[src/rtl/vco_edge_decimator.sv]
// vco_edge_decimator: counts rising VCO edges per decimation window and emits the count and its first difference
module vco_edge_decimator #(
  parameter int CNT_W = 8,
  parameter int DEC_LEN = 16
) (
  input  logic             clk,
  input  logic             rst,
  input  logic             en,
  input  logic             dff_in,
  output logic [CNT_W-1:0] count_out,
  output logic [CNT_W:0]   delta_out,
  output logic             valid_out,
  output logic             ovf_out
);
  localparam int WW = $clog2(DEC_LEN);
  localparam logic [WW-1:0] LAST = WW'(DEC_LEN - 1);
  typedef enum logic {FIRST, RUN} state_t;
  state_t state;
  logic prev, ovf, rise, win_end, sat_hit;
  logic [WW-1:0] wcnt;
  logic [CNT_W-1:0] acc, last_count, total, base;
  logic [CNT_W:0] sum;
  // rising-edge detect, saturating accumulate and window-close decode
  always_comb begin
    rise = dff_in & ~prev;
    sum = {1'b0, acc} + {{CNT_W{1'b0}}, rise};
    sat_hit = sum[CNT_W];
    total = sat_hit ? '1 : sum[CNT_W-1:0];
    win_end = en && wcnt == LAST;
    base = state == FIRST ? '0 : last_count;
  end
  // window progress, edge accumulation and registered result update at window close
  always_ff @(posedge clk or posedge rst)
    if (rst) begin
      state <= FIRST;
      prev <= 1'b0;
      wcnt <= '0;
      acc <= '0;
      ovf <= 1'b0;
      last_count <= '0;
      count_out <= '0;
      delta_out <= '0;
      valid_out <= 1'b0;
      ovf_out <= 1'b0;
    end else begin
      prev <= dff_in;
      valid_out <= 1'b0;
      if (en) begin
        wcnt <= win_end ? '0 : wcnt + 1'b1;
        if (win_end) begin
          count_out <= total;
          delta_out <= {1'b0, total} - {1'b0, base};
          ovf_out <= ovf | sat_hit;
          last_count <= total;
          acc <= '0;
          ovf <= 1'b0;
          valid_out <= 1'b1;
          state <= RUN;
        end else begin
          acc <= total;
          ovf <= ovf | sat_hit;
        end
      end
    end
endmodule

[config.mk]
export PLATFORM = sky130hd
export DESIGN_NAME = vco_edge_decimator
export DESIGN_NICKNAME = d
export VERILOG_FILES = /design/src/rtl/vco_edge_decimator.sv
export SDC_FILE = /design/constraint.sdc
export NUM_CORES = 1
export LEC_CHECK = 0
export ABC_AREA = 1
export BUFFER_PORTS_ARGS = -buffer_cell sky130_fd_sc_hd__buf_4
export CAP_MARGIN = 0
export CORE_UTILIZATION = 55
export CTS_CLUSTER_SIZE = 28
export DETAILED_ROUTE_END_ITERATION = 10
export HOLD_SLACK_MARGIN = 0.1
export PLACE_DENSITY = 0.76
export SYNTH_ARGS = -nofsm -noshare
export SYNTH_HDL_FRONTEND = slang
export SYNTH_SLANG_ARGS = --single-unit
[constraint.sdc]
create_clock -name clk -period 4.2 [get_ports clk]
set_clock_uncertainty 0.05 [all_clocks]
set_input_delay 0.63 -clock clk [delete_from_list [all_inputs] [get_ports clk]]
set_output_delay 0.63 -clock clk [all_outputs]
set_load 0.005 [all_outputs]
== Word-level counts from Yosys, hierarchy flattened ==
Index checks and enable logic that the tools add are counted.

* Flip-flop bits (word level): 34
* Bits of input ports: 4
* Output and inout bits: 19
* Word-level logic and storage cells: 25

* Add/subtract/negate cells: 3
* Equal/unequal tests: 1
* Mux-type cells: 7
* Bitwise gates (word level): 3
* Reduce and logical (&&, ||, !) cells: 2

{| class="wikitable"
|+ Operator list
! cell !! number
|-
| $mux 8 || 3
|-
| $add 8x1->9 || 1
|-
| $sub 8x8->9 || 1
|-
| $add 4x1->4 const B || 1
|-
| $eq 4x4->1 const B || 1
|-
| $mux 4 || 1
|-
| $mux 1 || 3
|-
| $reduce_and 2->1 || 1
|-
| $and 1x1->1 || 1
|-
| $logic_and 1x1->1 || 1
|-
| $not 1->1 || 1
|-
| $or 1x1->1 || 1
|}

== Longest topological paths before layout ==
Gate-level depths: netlist of run 1.

* Depth in word-level cells: 5
* Gate-level depth with buffers: 19
* Depth with buffers taken out: 19

== Worst setup path after synthesis of run 1 ==
Ideal clock, no wire load.

* Path kind: in2reg
* From: input dff_in
* To: register delta_out[8]
* Setup time: 116 ps
* Arrival time: 2613 ps
* Data required time: 4034 ps
* Slack: 1421 ps
* Stages: 19
* Buffers on the path: 0
* Cell sequence: inv_1 > nor2_1 > ha_1 > ha_1 > nand2_1 > nor2_4 > nand2_2 > nand2_1 > inv_2 > ha_1 > fa_1 > inv_1 > nand2_1 > nand2_1 > nand3b_1 > nand2_1 > nand3_1 > nand2_1 > nand2_1

* Word-level cells in the longest chain between the ends: 4

{| class="wikitable"
|+ RTL lines
! item !! RTL line !! RTL
|-
| start, declared || 9 || <nowiki>input logic dff_in,</nowiki>
|-
| $and 1x1->1 || 25 || <nowiki>rise = dff_in & ~prev;</nowiki>
|-
| $add 8x1->9 || 26 || <nowiki>sum = {1'b0, acc} + {{CNT_W{1'b0}}, rise};</nowiki>
|-
| $mux 8 || 28 || <nowiki>total = sat_hit ? '1 : sum[CNT_W-1:0];</nowiki>
|-
| $sub 8x8->9 || 52 || <nowiki>delta_out <= {1'b0, total} - {1'b0, base};</nowiki>
|-
| end signal, assigned || 52 ||
|-
| end, declared || 11 || <nowiki>output logic [CNT_W:0] delta_out,</nowiki>
|}

Every way passes these cells.
A chain may end at the register's enable or synchronous reset.

== Worst setup path after layout of run 1 ==
* From: register prev
* To: register delta_out[8]

* Word-level cells in the longest chain between the ends: 5

{| class="wikitable"
|+ RTL lines
! item !! RTL line !! RTL
|-
| start, declared || 19 || <nowiki>logic prev, ovf, rise, win_end, sat_hit;</nowiki>
|-
| start signal, assigned || 46 || <nowiki>prev <= dff_in;</nowiki>
|-
| $not 1->1 || 25 ||
|-
| $and 1x1->1 || 25 ||
|-
| $add 8x1->9 || 26 ||
|-
| $mux 8 || 28 ||
|-
| $sub 8x8->9 || 52 ||
|}

Every way passes these cells.

==> results of run 1 <==
routing by layer:
metal | part of all wire (%) | GRT usage [%] | up-vias
met1 | 50 | 30.2 | 696
met5 | 0 | 0 | -
met4 | 2.5 | 11.7 | 0
met3 | 4.6 | 4.97 | 10
met2 | 42 | 35.2 | 36
li1 | - | - | 810
state kept, by name (all words and copies together), names as in the netlist:
name,count
delta_out,9
acc,8
last_count,8
wcnt,4
ovf,1
ovf_out,1
prev,1
state,1
valid_out,1
power breakdown:
part / leakage [nW] / switching (mW) / internal [mW]
clock: 0.0254 / 0.108 / 0.0632
combinational: 0.767 / 0.354 / 0.293
sequential: 0.446 / 0.0938 / 0.435
critical path: stages, from the launching register on:
cell and delay, ns:
dfrtp_1 0.38, nor2_1 0.10, ha_1 0.17, ha_1 0.18
nand2_1 0.14, nor2_4 0.14, nand2_2 0.16, nand2_1 0.11
inv_2 0.05, ha_1 0.21, fa_1 0.40, inv_1 0.07
nand2_1 0.06, nand2_1 0.06, nand3b_1 0.10, nand2_1 0.09
nand3_1 0.06, nand2_1 0.06, nand2_1 0.05
cells in the final DEF (no fill, tap or decap), types with 3 or more instances in the layout:
cell / count
a21oi_1: 6
buf_4: 23
clkbuf_4: 5
dfrtp_1: 34
ha_1: 11
inv_1: 29
inv_2: 3
nand2_1: 88
nand3_1: 13
nor2_1: 12
o21ai_0: 3
o21ai_1: 6
o21ai_2: 8
xor2_1: 3
cell type report:
class	instances	area, sq um
Clock buffer	7	45.0
Fill cell	283	1200
Inverter	33	126
Multi-Input combinational cell	170	940
Sequential cell	34	851
Tap cell	46	57.6
Timing Repair Buffer	23	173
through the flow:
stage	cell area, sq um	instances
6_report	2190	313
5_1_grt	2190	313
4_1_cts	2190	313
3_5_place_dp	2150	306
3_3_place_gp	2150	306
2_1_floorplan	1960	242
worst paths after layout:
kind | from | depth (start not counted) | endpoint | slack (ns)
max in group asynchronous | rst | 3 | wcnt[3]$_DFFE_PP0P_ | 3.48
worst min register to register | delta_out[5]$_DFFE_PP0P_ | 2 | delta_out[5]$_DFFE_PP0P_ | 0.44
worst max-delay path | prev$_DFF_PP0_ | 18 | delta_out[8]$_DFFE_PP0P_ | 1.45
min in group clk | dff_in | 1 | prev$_DFF_PP0_ | 0.35
worst min-delay path | rst | 3 | prev$_DFF_PP0_ | 0.32
worst max register to register | prev$_DFF_PP0_ | 18 | delta_out[8]$_DFFE_PP0P_ | 1.45
cell families (layout without fill, tap and decap cells):
kind of cell	after synthesis	after routing	share of synthesized area, %
AND/OR/NAND/NOR	129	129	30.0
XOR/XNOR	4	4	1.79
buffers and inverters	38	63	8.74
AO/OA/AOI/OAI	25	25	8.04
flip-flops	34	34	43.4
adder cells (fa/ha/maj)	12	12	8.04
==> results.ini, run 1 <==
[grt]
grt_start_max_net_pins=35
antenna_found_initial=0
grt_pass1_vias=1414
grt_pass1_wl_um=6190
grt-ovfl-total=0
grt.total_usage_pct=22.8

[clock_tree]
cts_tree=done
post_cts_buffers=0
cts_buffer_depth=2
ctsResizeCount=0
clk_latency_ns=0.34
cts.sinks=34
cts_hold_buffers=0
clk_pin_slew_ns=0.10
cts_max_level=2
cts_buffers=5
root_buffer=clkbuf_4

[route]
drt_first_pass_iters=4
wl_per_cell_um=11.5
vias=1552
post_drt_via_cell_ratio=4.96
drcViolationCount=0
routed_wl_um=3610
ant_nets=0
drt-initial-drc-count=73

[synth]
syn_inst=242
synth.area.top_cells=dfrtp_1, nand2_1, ha_1
ys_ff_latch=34
synth.distinct_cells=30
syn_area_sq_mm=0.00196
ys_warn_count=0
synth_top_area_share_pct=43.4
ys_seq_area_share_pct=43.4
synthTopCellsByCount=nand2_1, dfrtp_1, inv_1
synth_ff_type=dfrtp_1
avgSynthCellArea_sq_um=8.11
yosys.area.top_type=dfrtp_1
syn-num-nets=258
async_reset_ff_share_pct=100
yosysMostFrequentCell=nand2_1
synth_enable_flop_cells=0

[floorplan]
core_sq_mm=0.00339
ioPinCount=23
die-area_sq_mm=0.00381
initial_utilization_pct=57.9
die_w_um=61.7
rows=21
dieHeight_um=61.7

[pwr]
power_mw=1.35
p_leak_nw=1.24
power_density_mw_per_mm2=614
peakVddDrop_uv=351

[timing]
setup_viol=0
fin_crit_sh_pct=65.5
setup_ws_ns=1.45
holdWs_ns=0.321
tns_ns=0
maxSlewViolCount=0
fmax_ghz=0.364
slew_headroom_pct=72.3
hold_viol_final=0
worstMarginPinSlew_ns=0.416
rsz0062_at_grt=no
finalCriticalPeriod_ns=2.75

[critical_path]
start_kind=register
end_kind=register
cp_data_required_time_ns=4.38
path_class=register to register
critPathMaxFanout=9
arrival_ns=2.93

[status]
status=complete, no violations

[placement]
place.gp.congestion=0.927
dp_slack_ns=1.11
port_buffers=22
dp_hpwl_um=2630

[min_path]
hold_path.class=primary input to asynchronous set/reset pin

[final_layout]
n_antenna_cell=0
nets=283
area_growth_pct=11.7
drive_above_1_share_pct=19.1
final_util_pct=64.7

[run]
max_cap_violations=0

(Power assumes the default switching activity.)
==> run 2: changes to the inputs <==
--- a/config.mk
+++ b/config.mk
@@ -5,14 +5,14 @@
 export SDC_FILE = /design/constraint.sdc
 export NUM_CORES = 1
 export LEC_CHECK = 0
-export ABC_AREA = 1
+export ABC_AREA = 0
 export BUFFER_PORTS_ARGS = -buffer_cell sky130_fd_sc_hd__buf_4
 export CAP_MARGIN = 0
-export CORE_UTILIZATION = 55
+export CORE_UTILIZATION = 52
 export CTS_CLUSTER_SIZE = 28
 export DETAILED_ROUTE_END_ITERATION = 10
 export HOLD_SLACK_MARGIN = 0.1
-export PLACE_DENSITY = 0.76
+export PLACE_DENSITY = 0.75
 export SYNTH_ARGS = -nofsm -noshare
 export SYNTH_HDL_FRONTEND = slang
 export SYNTH_SLANG_ARGS = --single-unit
==> constraint.sdc (replaced) <==
create_clock -name clk -period 2.2 [get_ports clk]
set_clock_uncertainty 0.05 [all_clocks]
set_input_delay 0.33 -clock clk [delete_from_list [all_inputs] [get_ports clk]]
set_output_delay 0.33 -clock clk [all_outputs]
set_load 0.005 [all_outputs]
==> results.ini, run 2 <==
[status]
status=complete, but fails checks
violations=negative setup slack

[timing]
maxSlewViolCount=0
rsz0062_at_grt=yes
fin_crit_sh_pct=121
fmax_ghz=0.377
finalCriticalPeriod_ns=2.65
tns_ns=-2.49
setup_viol=8
setup_ws_ns=-0.452
slew_headroom_pct=69.8
worstMarginPinSlew_ns=0.453
holdWs_ns=0.109
hold_viol_final=0

[synth]
synth.area.top_cells=dfrtp_1, ha_1, nand2_1
ys_seq_area_share_pct=44.2
yosysMostFrequentCell=dfrtp_1
yosys.area.top_type=dfrtp_1
ys_ff_latch=34
async_reset_ff_share_pct=100
synth.distinct_cells=49
synth_top_area_share_pct=44.2
syn_inst=196
synthTopCellsByCount=dfrtp_1, nand2_1, nor2_1
syn-num-nets=212
ys_warn_count=0
syn_area_sq_mm=0.00192
synth_ff_type=dfrtp_1
avgSynthCellArea_sq_um=9.81
synth_enable_flop_cells=0

[final_layout]
final_common_cell=buf_4
fill_cells=196
final_util_pct=83.2
final_cell_mix=buf_4, dfrtp_1, nand2_1, a21oi_1
top_regs=delta_out: 9 flops, acc: 8 flops, last_count: 8 flops
n_antenna_cell=0
drive_above_1_share_pct=45.0
fin_area_sq_mm=0.00287
top_register=delta_out
nets=286
area_growth_pct=49.0
largest_reg_flops=9

[run]
max_cap_violations=0

[grt]
grt-ovfl-total=0
grt_pass1_vias=1948
grt_pass1_wl_um=8970
grt.total_usage_pct=29.7
grt_start_max_net_pins=35
antenna_found_initial=0

[placement]
dp_hpwl_um=3410
place.gp.congestion=0.836
placed_area_sq_mm=0.00248
port_buffers=22

[route]
drt-initial-drc-count=156
routed_wl_um=5920
drcViolationCount=0
wl_per_cell_um=18.7
post_drt_via_cell_ratio=6.07
ant_nets=0
drt_first_pass_iters=4
vias=1925

[critical_path]
rrSetupSlack_ns=-0.45
r2r_cells=11
start_kind=register
cp_data_required_time_ns=2.32
end_kind=register
r2r-start=prev$_DFF_PP0_
arrival_ns=2.77
cp-endpoint=delta_out[7]$_DFFE_PP0P_
r2r_end=delta_out[7]$_DFFE_PP0P_
critPathMaxFanout=4
path_class=register to register
cp-startpoint=prev$_DFF_PP0_

[min_path]
hold_path.class=primary input to register

[clock_tree]
root_buffer=clkbuf_8
cts_max_level=2
cts_buffers=5
clk_latency_ns=0.29
cts.sinks=34
cts_buffer_depth=2
cts_hold_buffers=1
clk_pin_slew_ns=0.07
cts_tree=done

[pwr]
p_leak_nw=1.38
power_density_mw_per_mm2=1200
peakVddDrop_uv=815

[floorplan]
core_sq_mm=0.00344
die_w_um=62.8
die-area_sq_mm=0.00395
ioPinCount=23
dieHeight_um=62.8
rows=21
initial_utilization_pct=55.9

[run 2: cell types whose count changed in the layout (fill, tap and decap cells not counted), moves of 6 or more]
cell      previous run  this run
o21a_1               0         6
nand2_1             88        24
inv_1               29         6
nand3_1             13         3
ha_1                11         4
clkbuf_8             0         8
o21ai_0              3         9
o21ai_2              8         0
ha_4                 0         7
buf_4               23        73
[run 2: worst min-delay path by stage]
stage,cells after the start,to,start,slack (ns)
final,1,prev$_DFF_PP0_,dff_in,0.11
after global routing,1,prev$_DFF_PP0_,dff_in,0.1
after CTS,1,prev$_DFF_PP0_,dff_in,0.11
after detailed placement,1,prev$_DFF_PP0_,dff_in,0.40
after global placement,3,wcnt[1]$_DFFE_PP0P_,rst,0.40
after floorplan,0,prev$_DFF_PP0_,dff_in,0.31
[run 2: cell type report]
cell class | instances | area, sq um | area share [%]
tap | 46 | 57.6 | 2.01
inverter | 6 | 22.5 | 0.786
multi-input combinational | 146 | 1230 | 43.0
sequential | 34 | 851 | 29.7
timing repair buffer | 77 | 592 | 20.7
clock buffer | 8 | 110 | 3.84
[run 2: cells by family after synthesis]
kind of cell | Yosys count | synth area share, %
AOI/OAI and AO/OA | 51 | 17.8
xor gates and xnor gates | 4 | 1.82
DFF | 34 | 44.2
buffers and inverters | 16 | 3.97
muxes | 7 | 4.23
adders and majority gates | 12 | 8.20
and+or+nand+nor | 72 | 19.7
[run 2: power breakdown]
part	switching (mW)	leakage (nW)	internal (mW)
combinational	0.867	0.873	0.999
sequential	0.200	0.446	0.821
clock	0.234	0.0575	0.316
[run 2: per-layer routing]
metal | wire (um) | share of wire (%) | vias up | track usage, %
li1 | - | - | 866 | -
met3 | 245 | 4.1 | 17 | 6.02
met2 | 3120 | 53 | 82 | 51.6
met1 | 2410 | 41 | 960 | 34.4
met4 | 143 | 2.4 | 0 | 15.1
met5 | 0 | 0 | - | 0
[run 2: through the flow]
stage	cells	total power, mW	setup WS, ns
after floorplan	196	1.78	-0.328
after global placement	297	2.34	-0.457
after detailed placement	297	2.42	-0.656
after CTS	313	3.19	-0.409
after global routing	317	3.62	-0.636
final	317	3.44	-0.452
[run 2: timing repair]
item	4_1_cts	5_1_grt
endpoints found under the hold margin	8	1
setup buffers	8	4
gates resized for setup	19	16
pin swaps	15	9
setup endpoints to repair	7	8
[run 2: critical path, cell delays in order, from the launching register on]
cell and delay, ns:
dfrtp_1 0.40, nor2b_4 0.13, ha_4 0.14, ha_4 0.15, nand3_4 0.09, or4b_4 0.56, o21a_4 0.15, ha_4 0.28
o21a_4 0.13, o31ai_4 0.07, a221oi_2 0.26, nand3_1 0.12
==> run 3: changes to the inputs <==
--- a/config.mk
+++ b/config.mk
@@ -13,6 +13,7 @@
 export DETAILED_ROUTE_END_ITERATION = 10
 export HOLD_SLACK_MARGIN = 0.1
 export PLACE_DENSITY = 0.75
+export RECOVER_POWER = 25
 export SYNTH_ARGS = -nofsm -noshare
 export SYNTH_HDL_FRONTEND = slang
 export SYNTH_SLANG_ARGS = --single-unit
==> results.ini, run 3 (synthesis results as in run 2) <==
[timing]
setup_ws_ns=-0.452
slew_headroom_pct=41.4
fin_crit_sh_pct=121
fmax_ghz=0.377
finalCriticalPeriod_ns=2.65
rsz0062_at_grt=yes
hold_viol_final=0
worstMarginPinSlew_ns=0.879
maxSlewViolCount=0
setup_viol=8

[route]
vias=1927
routed_wl_um=5920
drt_first_pass_iters=4
wl_per_cell_um=18.7
drt-initial-drc-count=156
drcViolationCount=0
ant_nets=0
post_drt_via_cell_ratio=6.08

[clock_tree]
cts_buffer_depth=2
cts_buffers=5
cts.sinks=34
clk_pin_slew_ns=0.07
root_buffer=clkbuf_8
clk_latency_ns=0.29
cts_hold_buffers=1
cts_tree=done
cts_max_level=2

[floorplan]
initial_utilization_pct=55.9
ioPinCount=23
rows=21
die_w_um=62.8
core_sq_mm=0.00344
dieHeight_um=62.8
die-area_sq_mm=0.00395

[pwr]
p_seq_share_pct=29.7
p_sw_mw=1.30
power_frac_comb_pct=54.3
power_density_mw_per_mm2=1200
p_leak_nw=1.38
switching_share_pct=37.9
peakVddDrop_uv=815
power.share.clock_pct=16.0
p_int_mw=2.13

[final_layout]
top_register=delta_out
regArea_sq_um=851
top_regs=delta_out: 9 flops, acc: 8 flops, last_count: 8 flops
multiInputGateArea_sq_mm=0.00123
area_growth_pct=48.9
fin_area_sq_mm=0.00286
final_util_pct=83.2
fill_cells=196
final_cell_mix=buf_4, dfrtp_1, nand2_1, a21oi_1
nets=286
n_antenna_cell=0
final_common_cell=buf_4
drive_above_1_share_pct=45.0
largest_reg_flops=9

[placement]
port_buffers=22
place.gp.congestion=0.836
dp_hpwl_um=3410
placed_area_sq_mm=0.00248

[status]
status=complete, but fails checks
violations=negative setup slack

[grt]
grt_start_max_net_pins=35
grt-ovfl-total=0
grt_pass1_vias=1948
antenna_found_initial=0
grt_pass1_wl_um=8970
grt.total_usage_pct=29.7

[critical_path]
end_kind=register
start_kind=register
arrival_ns=2.77
cp_data_required_time_ns=2.32
path_class=register to register
critPathMaxFanout=4

[run]
max_cap_violations=0

[min_path]
hold_path.class=primary input to register

==> run 3: cell types whose count changed in the layout (fill, tap and decap cells not counted) <==
cell      previous run  this run
buf_4               73        71
clkbuf_2             0         1
clkbuf_4             0         1
==> run 3: stage by stage <==
step	instances	setup WS (ns)	total power, mW	TNS (ns)	hold WS, ns
after floorplan	196	-0.328	1.78	-1.47	0.311
after global placement	297	-0.457	2.34	-2.48	0.400
after detailed placement	297	-0.656	2.42	-3.14	0.402
after CTS	313	-0.409	3.19	-1.94	0.106
after global routing	317	-0.636	3.62	-3.28	0.0987
final	317	-0.452	3.43	-2.49	0.109
==> run 3: repair_timing <==
| item | 4_1_cts | 5_1_grt |
|---|---|---|
| resized for setup | 19 | 16 |
| setup buffers | 8 | 4 |
| hold endpoints to repair | 8 | 1 |
| setup endpoints to repair | 7 | 8 |
| pin swaps | 15 | 9 |
==> run 3: final cells by class <==
type	instances	share of cell area (%)
Multi-Input combinational cell	146	43.1
Sequential cell	34	29.7
Timing Repair Buffer	77	20.6
Clock buffer	8	3.85
Tap cell	46	2.01
Inverter	6	0.787
==> run 3: worst paths after layout <==
| check | end | from | slack [ns] | cells past startpoint |
|---|---|---|---|---|
| max | delta_out[7]$_DFFE_PP0P_ | prev$_DFF_PP0_ | -0.45 | 11 |
| min | prev$_DFF_PP0_ | dff_in | 0.11 | 1 |
| max reg2reg | delta_out[7]$_DFFE_PP0P_ | prev$_DFF_PP0_ | -0.45 | 11 |
| min reg2reg | delta_out[4]$_DFFE_PP0P_ | delta_out[4]$_DFFE_PP0P_ | 0.44 | 1 |
| max in group asynchronous | delta_out[4]$_DFFE_PP0P_ | rst | 0.74 | 4 |
| min in group asynchronous | wcnt[3]$_DFFE_PP0P_ | rst | 0.80 | 4 |
==> run 3: routing by layer <==
layer | up-vias | track usage (%) | part of all wire, %
li1 | 866 | - | -
met1 | 958 | 34.4 | 40
met2 | 86 | 51.6 | 53
met3 | 17 | 6.02 | 4.7
met4 | 0 | 15.1 | 2.4
met5 | - | 0 | 0
==> run 3: worst max-delay path: stages, from the launching register on <==
cell	delay (ns)
dfrtp_1	0.40
nor2b_4	0.13
ha_4	0.14
ha_4	0.15
nand3_4	0.09
or4b_4	0.56
o21a_4	0.15
ha_4	0.28
o21a_4	0.13
o31ai_4	0.07
a221oi_2	0.26
nand3_1	0.12
==> run 3: power groups by stage <==
| stage | clock, mW | sequential, mW | combinational [mW] |
|---|---|---|---|
| floorplan | 0 | 0.969 | 0.811 |
| global placement | 0 | 0.981 | 1.36 |
| detailed placement | 0 | 1.00 | 1.41 |
| CTS | 0.555 | 1.00 | 1.63 |
| global route | 0.583 | 1.04 | 2.00 |
| finish | 0.550 | 1.02 | 1.86 |
